$ cat src/rtl/matmul_pkg.sv
// Shared definitions for the matrix-multiply index path.
//   DIM_W_DEF : default width of dimension counts and indices
//   dim_t     : dimension/index type at the default width
//   state_t   : sequencer FSM states (IDLE, RUN, DONE)
package matmul_pkg;
  localparam int DIM_W_DEF = 8;

  typedef logic [DIM_W_DEF-1:0] dim_t;

  typedef enum logic [1:0] {
    IDLE = 2'd0,
    RUN  = 2'd1,
    DONE = 2'd2
  } state_t;
endpackage

$ cat src/rtl/index_sequencer_wrap_counter.sv
// Loadable up-counter that wraps at a run-time limit.
// Ports:
//   clk, rst  : clock, synchronous active-high reset (count -> 0)
//   i_clr     : force count to 0 (start of sweep / abort)
//   i_en      : advance by one, or wrap to 0 when at limit-1
//   i_limit   : count value; the index runs 0 .. i_limit-1
//   o_count   : current index
//   o_wrap    : index is at limit-1, so the next advance wraps
module wrap_counter #(
  parameter int DIM_W = 8
) (
  input  logic             clk,
  input  logic             rst,
  input  logic             i_clr,
  input  logic             i_en,
  input  logic [DIM_W-1:0] i_limit,
  output logic [DIM_W-1:0] o_count,
  output logic             o_wrap
);
  logic [DIM_W-1:0] r_count;

  assign o_wrap  = (r_count == i_limit - DIM_W'(1));
  assign o_count = r_count;

  always_ff @(posedge clk) begin
    if (rst || i_clr) begin
      r_count <= '0;
    end else if (i_en) begin
      r_count <= o_wrap ? '0 : r_count + DIM_W'(1);
    end
  end
endmodule

$ cat src/rtl/index_sequencer.sv
// Nested-loop (I outer, J, K inner) index generator for the matmul
// address stage. Latches CI/CJ/CK on start and emits one (SI,SJ,SK)
// triple per valid&ready step; flags first/last K of each (I,J) pair.
// Optional build macro INDEX_SEQ_ZERO_ERR_EN adds the dim_err output,
// which reports a start accepted with a zero dimension.
// Ports:
//   clk, rst            : clock, synchronous active-high reset
//   start               : begin a sweep (only honoured in IDLE)
//   CI, CJ, CK          : dimension counts, latched on accepted start
//   abort               : cancel a running sweep, no done pulse
//   ready               : downstream accepts current triple
//   valid, SI, SJ, SK   : current triple
//   first_k, last_k     : triple is first / last K step of its (I,J)
//   busy, done          : not idle / one-cycle end-of-sweep pulse
//   dim_err             : (INDEX_SEQ_ZERO_ERR_EN only) zero-dimension start
import matmul_pkg::*;

module index_sequencer #(
  parameter int DIM_W = DIM_W_DEF
) (
  input  logic             clk,
  input  logic             rst,
  input  logic             start,
  input  logic [DIM_W-1:0] CI,
  input  logic [DIM_W-1:0] CJ,
  input  logic [DIM_W-1:0] CK,
  input  logic             abort,
  input  logic             ready,
  output logic             valid,
  output logic [DIM_W-1:0] SI,
  output logic [DIM_W-1:0] SJ,
  output logic [DIM_W-1:0] SK,
  output logic             first_k,
  output logic             last_k,
  output logic             busy,
  output logic             done
`ifdef INDEX_SEQ_ZERO_ERR_EN
  ,
  output logic             dim_err
`endif
);
  state_t           r_state;
  logic             r_valid;
  logic             r_busy;
  logic             r_done;
  logic [DIM_W-1:0] r_ci;
  logic [DIM_W-1:0] r_cj;
  logic [DIM_W-1:0] r_ck;

  logic             w_start_acc;
  logic             w_zero_dim;
  logic             w_clr;
  logic             w_accept;
  logic             w_wrap_i;
  logic             w_wrap_j;
  logic             w_wrap_k;
  logic             w_final;

  assign w_start_acc = (r_state == IDLE) && start;
  assign w_zero_dim  = (CI == '0) || (CJ == '0) || (CK == '0);
  // abort outranks the handshake, so an aborted cycle never advances
  assign w_accept    = (r_state == RUN) && !abort && ready;
  assign w_clr       = w_start_acc || ((r_state == RUN) && abort);
  assign w_final     = w_accept && w_wrap_k && w_wrap_j && w_wrap_i;

  // wrap flags chain K -> J -> I
  wrap_counter #(.DIM_W(DIM_W)) u_cnt_k (
    .clk(clk), .rst(rst), .i_clr(w_clr), .i_en(w_accept),
    .i_limit(r_ck), .o_count(SK), .o_wrap(w_wrap_k)
  );

  wrap_counter #(.DIM_W(DIM_W)) u_cnt_j (
    .clk(clk), .rst(rst), .i_clr(w_clr), .i_en(w_accept && w_wrap_k),
    .i_limit(r_cj), .o_count(SJ), .o_wrap(w_wrap_j)
  );

  wrap_counter #(.DIM_W(DIM_W)) u_cnt_i (
    .clk(clk), .rst(rst), .i_clr(w_clr),
    .i_en(w_accept && w_wrap_k && w_wrap_j),
    .i_limit(r_ci), .o_count(SI), .o_wrap(w_wrap_i)
  );

  always_ff @(posedge clk) begin
    if (rst) begin
      r_state <= IDLE;
      r_valid <= 1'b0;
      r_busy  <= 1'b0;
      r_done  <= 1'b0;
      r_ci    <= '0;
      r_cj    <= '0;
      r_ck    <= '0;
    end else begin
      case (r_state)
        IDLE: begin
          r_done <= 1'b0;
          if (start) begin
            r_ci   <= CI;
            r_cj   <= CJ;
            r_ck   <= CK;
            r_busy <= 1'b1;
            if (w_zero_dim) begin
              // nothing to iterate: report completion without a valid cycle
              r_state <= DONE;
              r_done  <= 1'b1;
            end else begin
              r_state <= RUN;
              r_valid <= 1'b1;
            end
          end
        end
        RUN: begin
          if (abort) begin
            r_state <= IDLE;
            r_valid <= 1'b0;
            r_busy  <= 1'b0;
          end else if (w_final) begin
            r_state <= DONE;
            r_valid <= 1'b0;
            r_done  <= 1'b1;
          end
        end
        DONE: begin
          r_state <= IDLE;
          r_done  <= 1'b0;
          r_busy  <= 1'b0;
        end
        default: begin
          r_state <= IDLE;
          r_valid <= 1'b0;
          r_busy  <= 1'b0;
          r_done  <= 1'b0;
        end
      endcase
    end
  end

  assign valid   = r_valid;
  assign busy    = r_busy;
  assign done    = r_done;
  assign first_k = r_valid && (SK == '0);
  assign last_k  = r_valid && w_wrap_k;

`ifdef INDEX_SEQ_ZERO_ERR_EN
  logic r_dim_err;

  always_ff @(posedge clk) begin
    if (rst) begin
      r_dim_err <= 1'b0;
    end else if (w_start_acc) begin
      r_dim_err <= w_zero_dim;
    end
  end

  assign dim_err = r_dim_err;
`endif
endmodule

$ cat config.mk
export PLATFORM = sky130hd
export DESIGN_NAME = index_sequencer
export DESIGN_NICKNAME = d
export VERILOG_FILES = /design/src/rtl/matmul_pkg.sv /design/src/rtl/index_sequencer_wrap_counter.sv /design/src/rtl/index_sequencer.sv
export SDC_FILE = /design/constraint.sdc
export NUM_CORES = 1
export LEC_CHECK = 0
export CAP_MARGIN = 30
export CORE_AREA = 8 8 90 92
export DETAILED_ROUTE_END_ITERATION = 8
export DIE_AREA = 0 0 98 100
export PLACE_DENSITY = 0.74
export SYNTH_ARGS = -nofsm -noshare
export SYNTH_HDL_FRONTEND = slang
export SYNTH_SLANG_ARGS = --single-unit
export TNS_END_PERCENT = 50
$ cat constraint.sdc
create_clock -name clk -period 2.83 [get_ports clk]
set_clock_uncertainty 0.1 [all_clocks]
set_input_delay 0.7075 -clock clk [delete_from_list [all_inputs] [get_ports clk]]
set_output_delay 0.7075 -clock clk [all_outputs]
set_load 0.1 [all_outputs]
==> impl_results.md, run 1 <==
* Syn Area/Cell at 7.724 um^2
* WP data required at 2.02 ns
* Vias/cell at roughly 5.7
* Library cells used by synthesis at between 40 and 50
* Final period demand of the worst path at roughly 3.0 ns
* Fillers at 589
* Row Count at 30
* Post-route setup slack at -0.1873 ns
* Total track usage at ~17%
* Hold Violations, Final at 0
* Top cell type's share of synthesized area at 35.04%
* Power share of the combinational group at 22.5%
* CP dominant cell by count: or4_4
* Worst hold path type: register to register
* Avg WL per Cell at ~15 um
* Int Pwr at around 1.2 mW
* Reg-to-reg endpoint: u_cnt_j.o_count[5]$_SDFFE_PP0N_
* Seq/Total Area, Yosys at a little over a third
* Clk buf depth at 2
* Ranking of synthesized cells by area: dfxtp_1 35%, nand2_1 8.8%, a21oi_1 6.1%
* Async set-or-reset flop fraction in the synthesized netlist at 0%
* Worst slew margin at around 65%
* Clk slew on worst S/H paths at ~0.10 ns
* Core Area at about 0.0066 mm^2
* Die height at around 100 um
* Power per cell area at around 410 mW/mm^2
* Pre-CTS WS at -0.03627 ns
* Top cell type by total area after synthesis: dfxtp_1
* Leakage power at 1.494 nW
* Total CTS buffers at 5
* First drt pass iteration count at 4
* Sequential power share at approximately 49%
* # setup viols final at 1
* Tcrit/Tclk final at 106.6%
* Crit path buffers/inverters at 1
* Worst Setup EP: last_k
* # diodes at 0
* Violated checks: setup timing
* Clock Latency Late Sink at a little over 0.3 ns
* CTS tree: built
* Critical path's top delay family: simple AND/OR/NAND/NOR gates
* Crit-path max cell delay at a little over 0.5 ns
* CTS sink count at 53
* Mapped Nets at between 400 and 500
* Status: finished, violations left
* Critical Path End Type: output port
* # port buffers at between 50 and 60
* Pins over their slew limit at 0
* Sw power at a little under 500 uW
* Post-synth top flop: dfxtp_1
* Fmax at 0.3314 GHz
* GRT Residual Overflow at 0
* Clock power share at 28.8%
* Worst Setup Start Kind: register
* Cell Area, Synth at roughly 0.0030 mm^2
* I/O pin total at 58
* Synth warn at 0
* Vias in the first global route at between 2,000 and 3,000
* Slew of the pin with the lowest slew margin at roughly 0.52 ns
* Peak supply drop at approximately 240 uV
* Crit-path cells: or4_4 > or4_4 > o311a_1 > nand2_1 > and3_4 > buf_12
* Die X at between 90 and 100 um
* GPL Wtd Cong at about 0.9
* TNS Setup at -0.1873 ns
* CP Depth at 6
* Layout cell share with drive strength beyond 1 at 23.55%
* CTS root buf: clkbuf_8
* Area grow syn2layout at 33.31%
* # nets final at about 500
* Flop2flop setup slack at approximately 0.01 ns
* DRC Markers at 0
* Vias at between 3,000 and 4,000
* RSZ-0062 raised after global routing: yes
* CP startpoint: r_ck[1]$_SDFFE_PP0P_
* Initial antenna violation count at 0
* DP Wirelength at between 6000 and 7000 um
* Crit Path Class: register to output port
* H-tree levels at 2
* Sw Share at roughly 30%
* Final wirelength at 8286 um
* Total power at 1.649 mW
* Largest net degree at the start of global routing at 26
* Initial Util at 45.57%
* Critical-path top delay cell: or4_4
* Seq cells post-synth at 53
* WP data arrival at ~2.2 ns
* First-pass GRT wire length at roughly 14,000 um
* Iter 0 DRT Violations at around 150
* Cells on worst reg2reg path at 9
* Maxcap violations at 0
* Detail Route Antenna Nets at 0
* Die ar. at a little under 0.01 mm^2
* Worst r2r src: r_ck[1]$_SDFFE_PP0P_
* Synthesized instance count at 392
* Crit-path max FO at 3
* Number of enable flip-flop cells after synthesis at 0
==> flip-flops by register name, summed over array words and instances (netlist names), 2 cells and up <==
signal and cells:
r_ci 8, r_cj 8, r_ck 8, u_cnt_i.o_count 8
u_cnt_j.o_count 8, u_cnt_k.o_count 8, r_state 2
==> metrics by stage <==
stage | hold slack (ns) | instances | cell area [um^2] | utilization, %
floorplan | 0.3496 | 392 | 3078 | -
global placement | 0.3557 | 533 | 3796 | 57.14
detailed placement | 0.3644 | 533 | 3796 | 57.14
CTS | 0.3779 | 545 | 3955 | 59.53
global route | 0.4095 | 547 | 4036 | 60.75
finish | 0.3736 | 547 | 4036 | 60.75
==> synth_stat cells (all sizes together), types with 4 or more instances <==
library cell and number:
a211oi 10, a21o 5, a21oi 37, clkbuf 15, dfxtp 53, ha 7
inv 14, nand2 71, nand2b 5, nand3 9, nand4 7, nor2 22
nor3 11, nor4 12, o21ai 10, o22ai 6, or2 5, or3 15
or3b 4, or4 4, xnor2 18, xor2 12
==> worst min-delay path: stages (launching register included) <==
cell and delay [ns]:
dfxtp_1 0.33, nand2_1 0.05, a21oi_1 0.05
==> final cells by class <==
| cell class | instances | area [um^2] | share of cell area (%) |
|---|---|---|---|
| multi-input cells | 309 | 1954 | 48.42 |
| clock inverters | 1 | 5.005 | 0.1240 |
| well taps | 80 | 100.1 | 2.480 |
| inverters | 14 | 55.05 | 1.364 |
| clock buffers | 7 | 96.34 | 2.387 |
| repair buffers | 83 | 730.7 | 18.10 |
| flip-flops and latches | 53 | 1095 | 27.12 |
==> logic make-up after synthesis <==
group                      synth area share (%)
AOI/OAI and AO/OA                         18.47
DFF                                       35.04
buffers and inverters                     3.967
xor gates and xnor gates                  8.678
adders and majority gates                 2.892
and+or+nand+nor                           30.95
==> how the worst min path moves through the flow <==
stage,slack [ns],cells after the start,start,endpoint
final,0.37,2,r_cj[7]$_SDFFE_PP0P_,r_cj[7]$_SDFFE_PP0P_
after global placement,0.36,2,r_cj[7]$_SDFFE_PP0P_,r_cj[7]$_SDFFE_PP0P_
after global routing,0.41,2,busy$_SDFFE_PP0P_,busy$_SDFFE_PP0P_
after floorplan,0.35,2,r_ci[7]$_SDFFE_PP0P_,r_ci[7]$_SDFFE_PP0P_
after CTS,0.38,2,r_cj[7]$_SDFFE_PP0P_,r_cj[7]$_SDFFE_PP0P_
after detailed placement,0.36,2,r_cj[7]$_SDFFE_PP0P_,r_cj[7]$_SDFFE_PP0P_
==> layout by cell type, fill, tap and decap left out, types with 6 or more instances in the layout <==
master / n
nor3_1: 10
nor4_1: 10
or3_1: 11
clkbuf_8: 7
nand2_1: 70
nor2_1: 22
a211oi_1: 9
nand3_1: 8
xnor2_1: 18
dfxtp_2: 12
ha_1: 6
xor2_1: 12
dfxtp_1: 36
o21ai_0: 9
buf_4: 52
inv_1: 12
o22ai_1: 6
nand4_1: 7
a21oi_1: 33
clkdlybuf4s50_1: 28
==> per-layer routing <==
layer  GRT usage, %  up-vias  part of all wire [%]
li1               -     1554                     -
met1          19.04     1459                    43
met2          30.77       64                    51
met3          4.152       14                   4.5
met4          5.635        0                   1.7
met5              0        -                     0
==> what timing repair did <==
action / 4_1_cts / 5_1_grt
hold buffers: 0 / 0
pin swaps: 2 / 13
setup endpoints to repair: 1 / 3
gates resized for setup: 10 / 16
buffers inserted: 4 / 2
==> power groups by stage <==
stage | Combinational, mW | Clock [mW] | Sequential, mW
after global placement | 0.338 | 0 | 0.818
after global routing | 0.405 | 0.514 | 0.809
after floorplan | 0.198 | 0 | 0.841
final | 0.371 | 0.475 | 0.803
after CTS | 0.360 | 0.487 | 0.803
after detailed placement | 0.347 | 0 | 0.819
(Power assumes the default switching activity.)
==> run 2, diff against run 1 <==
--- a/config.mk
+++ b/config.mk
@@ -6,10 +6,11 @@
 export NUM_CORES = 1
 export LEC_CHECK = 0
 export CAP_MARGIN = 30
-export CORE_AREA = 8 8 90 92
+export CORE_AREA = 8 8 92 94
 export DETAILED_ROUTE_END_ITERATION = 8
-export DIE_AREA = 0 0 98 100
-export PLACE_DENSITY = 0.74
+export DIE_AREA = 0 0 100 102
+export GPL_TIMING_DRIVEN = 1
+export PLACE_DENSITY = 0.71
 export SYNTH_ARGS = -nofsm -noshare
 export SYNTH_HDL_FRONTEND = slang
 export SYNTH_SLANG_ARGS = --single-unit
==> run 2 against run 1 <==
- the flow still finishes with violations (setup timing)
- non-clock buffer count fell by 5
- utilization is 4.2 points lower
- critical endpoint unchanged
- critical path type unchanged
- register-to-register slack better by 0.08 ns
- highest routed layer unchanged
==> impl_results.md, run 2 (synthesis results as in run 1) <==
* Status: finished, violations left
* Violated checks: setup timing
* Worst Setup Start Kind: register
* Peak supply drop at ~270 uV
* Worst hold path type: register to register
* H-tree levels at 2
* GPL Wtd Cong at 0.8354
* Maxcap violations at 0
* Post-route setup slack at -0.1726 ns
* Total CTS buffers at 5
* Power per cell area at 417.9 mW/mm^2
* Core Area at 0.007059 mm^2
* Critical-path top delay cell: or4_4
* M1 GR Usage at approximately a fifth
* GRT Max-Usage Layer: met2
* Final wirelength at 8310 um
* Clk slew on worst S/H paths at roughly 0.09 ns
* Initial antenna violation count at 0
* Total track usage at 16.71%
* First drt pass iteration count at 4
* Routing usage on met2 at 29.55%
* Initial Util at between 40% and 50%
* Cells on worst reg2reg path at 8
* Slew of the pin with the lowest slew margin at between 0.5 and 0.6 ns
* # port buffers at 57
* Detail Route Antenna Nets at 0
* Placed Cells at 549
* DRC Markers at 0
* CTS sink count at 53
* Row Count at 31
* CTS Hold Bufs at 0
* Leakage power at about 1.5 nW
* Tcrit/Tclk final at 106.1%
* RSZ-0062 raised after global routing: yes
* WP data arrival at 2.20 ns
* First-pass GRT wire length at ~14,000 um
* Area grow syn2layout at 31.78%
* Vias in the first global route at approximately 3,000
* Largest net degree at the start of global routing at 32
* Vias/cell at around 5.5
* Pins over their slew limit at 0
* Worst hold slack at between 0.3 and 0.4 ns
* CTS root buf: clkbuf_8
* Clk buf depth at 2
* # diodes at 0
* Critical Path End Type: output port
* CP dominant cell by count: or4_4
* Hold Violations, Final at 0
* # setup viols final at 1
* # nets final at between 400 and 500
* Most frequent cells in the layout: 71 x nand2_1, 47 x buf_4, 38 x dfxtp_1, 35 x a21oi_1, 28 x clkdlybuf4s50_1
* Crit path buffers/inverters at 1
* TNS Setup at -0.1726 ns
* Vias at 3,064
* Critical path's top delay family: simple AND/OR/NAND/NOR gates
* DP Wirelength at just over 6000 um
* Commonest non-fill, non-tap cell in the layout: nand2_1
* Die ar. at approximately 0.010 mm^2
* I/O pin total at 58
* Met3 global-route usage at 3.406%
* Layout Cells excl Fill at between 500 and 600
* CP Depth at 6
* Crit Path Class: register to output port
* Design Area, Final at around 0.0040 mm^2
* Layout cell share with drive strength beyond 1 at a little over 20%
* Worst slew margin at approximately 62%
* Post-placement cell area at ~0.0038 mm^2
* Pre-CTS WS at -0.08208 ns
* Clock Latency Late Sink at about 0.30 ns
* Fmax at between 0.3 and 0.4 GHz
* WP data required at approximately 2 ns
* CTS tree: built
* Hold path cells at 2
* GRT Residual Overflow at 0
* Crit-path max cell delay at between 0.5 and 0.6 ns
* Iter 0 DRT Violations at 105
* Die height at about 100 um
* Die X at around 100 um
* Avg WL per Cell at 14.81 um
* Final period demand of the worst path at 3.003 ns
* Crit-path cells: or4_4 > or4_4 > o311a_1 > nand2_1 > and3_4 > buf_12
* Crit-path max FO at 3
-- run 2: stage by stage --
step,util [%],total power [mW]
2_1_floorplan,-,1.039
3_3_place_gp,53.79,1.152
3_5_place_dp,53.79,1.161
4_1_cts,56.11,1.673
5_1_grt,56.52,1.748
6_report,56.52,1.668
-- run 2: final timing paths --
kind                        startpoint                               to  slack, ns
hold / removal    r_ci[7]$_SDFFE_PP0P_             r_ci[7]$_SDFFE_PP0P_       0.37
setup / recovery  r_ck[1]$_SDFFE_PP0P_                           last_k      -0.17
setup reg to reg  r_ck[1]$_SDFFE_PP0P_  u_cnt_j.o_count[3]$_SDFFE_PP0N_       0.09
hold reg to reg   r_ci[7]$_SDFFE_PP0P_             r_ci[7]$_SDFFE_PP0P_       0.37
-- run 2: power breakdown --
group          internal, mW  switching, mW
Clock                 0.253          0.252
Sequential            0.770         0.0358
Combinational         0.160          0.197
Total                  1.18          0.485
-- run 2: metal layers --
layer	wire [um]	up-vias
li1	-	1539
met1	3734	1469
met2	4194	52
met3	292	4
met4	88	0
met5	0	-
-- run 2: area by class of cell --
| type | count | area [um^2] |
|---|---|---|
| sequential | 53 | 1090 |
| multi-input combinational | 309 | 1919 |
| timing repair buffer | 78 | 693.2 |
| tap | 99 | 123.9 |
| fill | 693 | 3069 |
| inverter | 14 | 52.55 |
| clock buffer | 8 | 111.4 |
-- run 2: timing repair --
item,in CTS,in global routing
setup endpoints to repair,1,4
setup buffers,4,0
resized for setup,6,7
pin swaps,3,0
hold endpoints to repair,0,0
-- run 2: worst reg2reg max path: cells and delay by family, from the launching register on --
| kind | cells | cell delay (ns) |
|---|---|---|
| AND/OR/NAND/NOR | 3 | 1.32 |
| flip-flops | 1 | 0.34 |
| AO/OA/AOI/OAI | 3 | 0.61 |
| buffers and inverters | 2 | 0.32 |
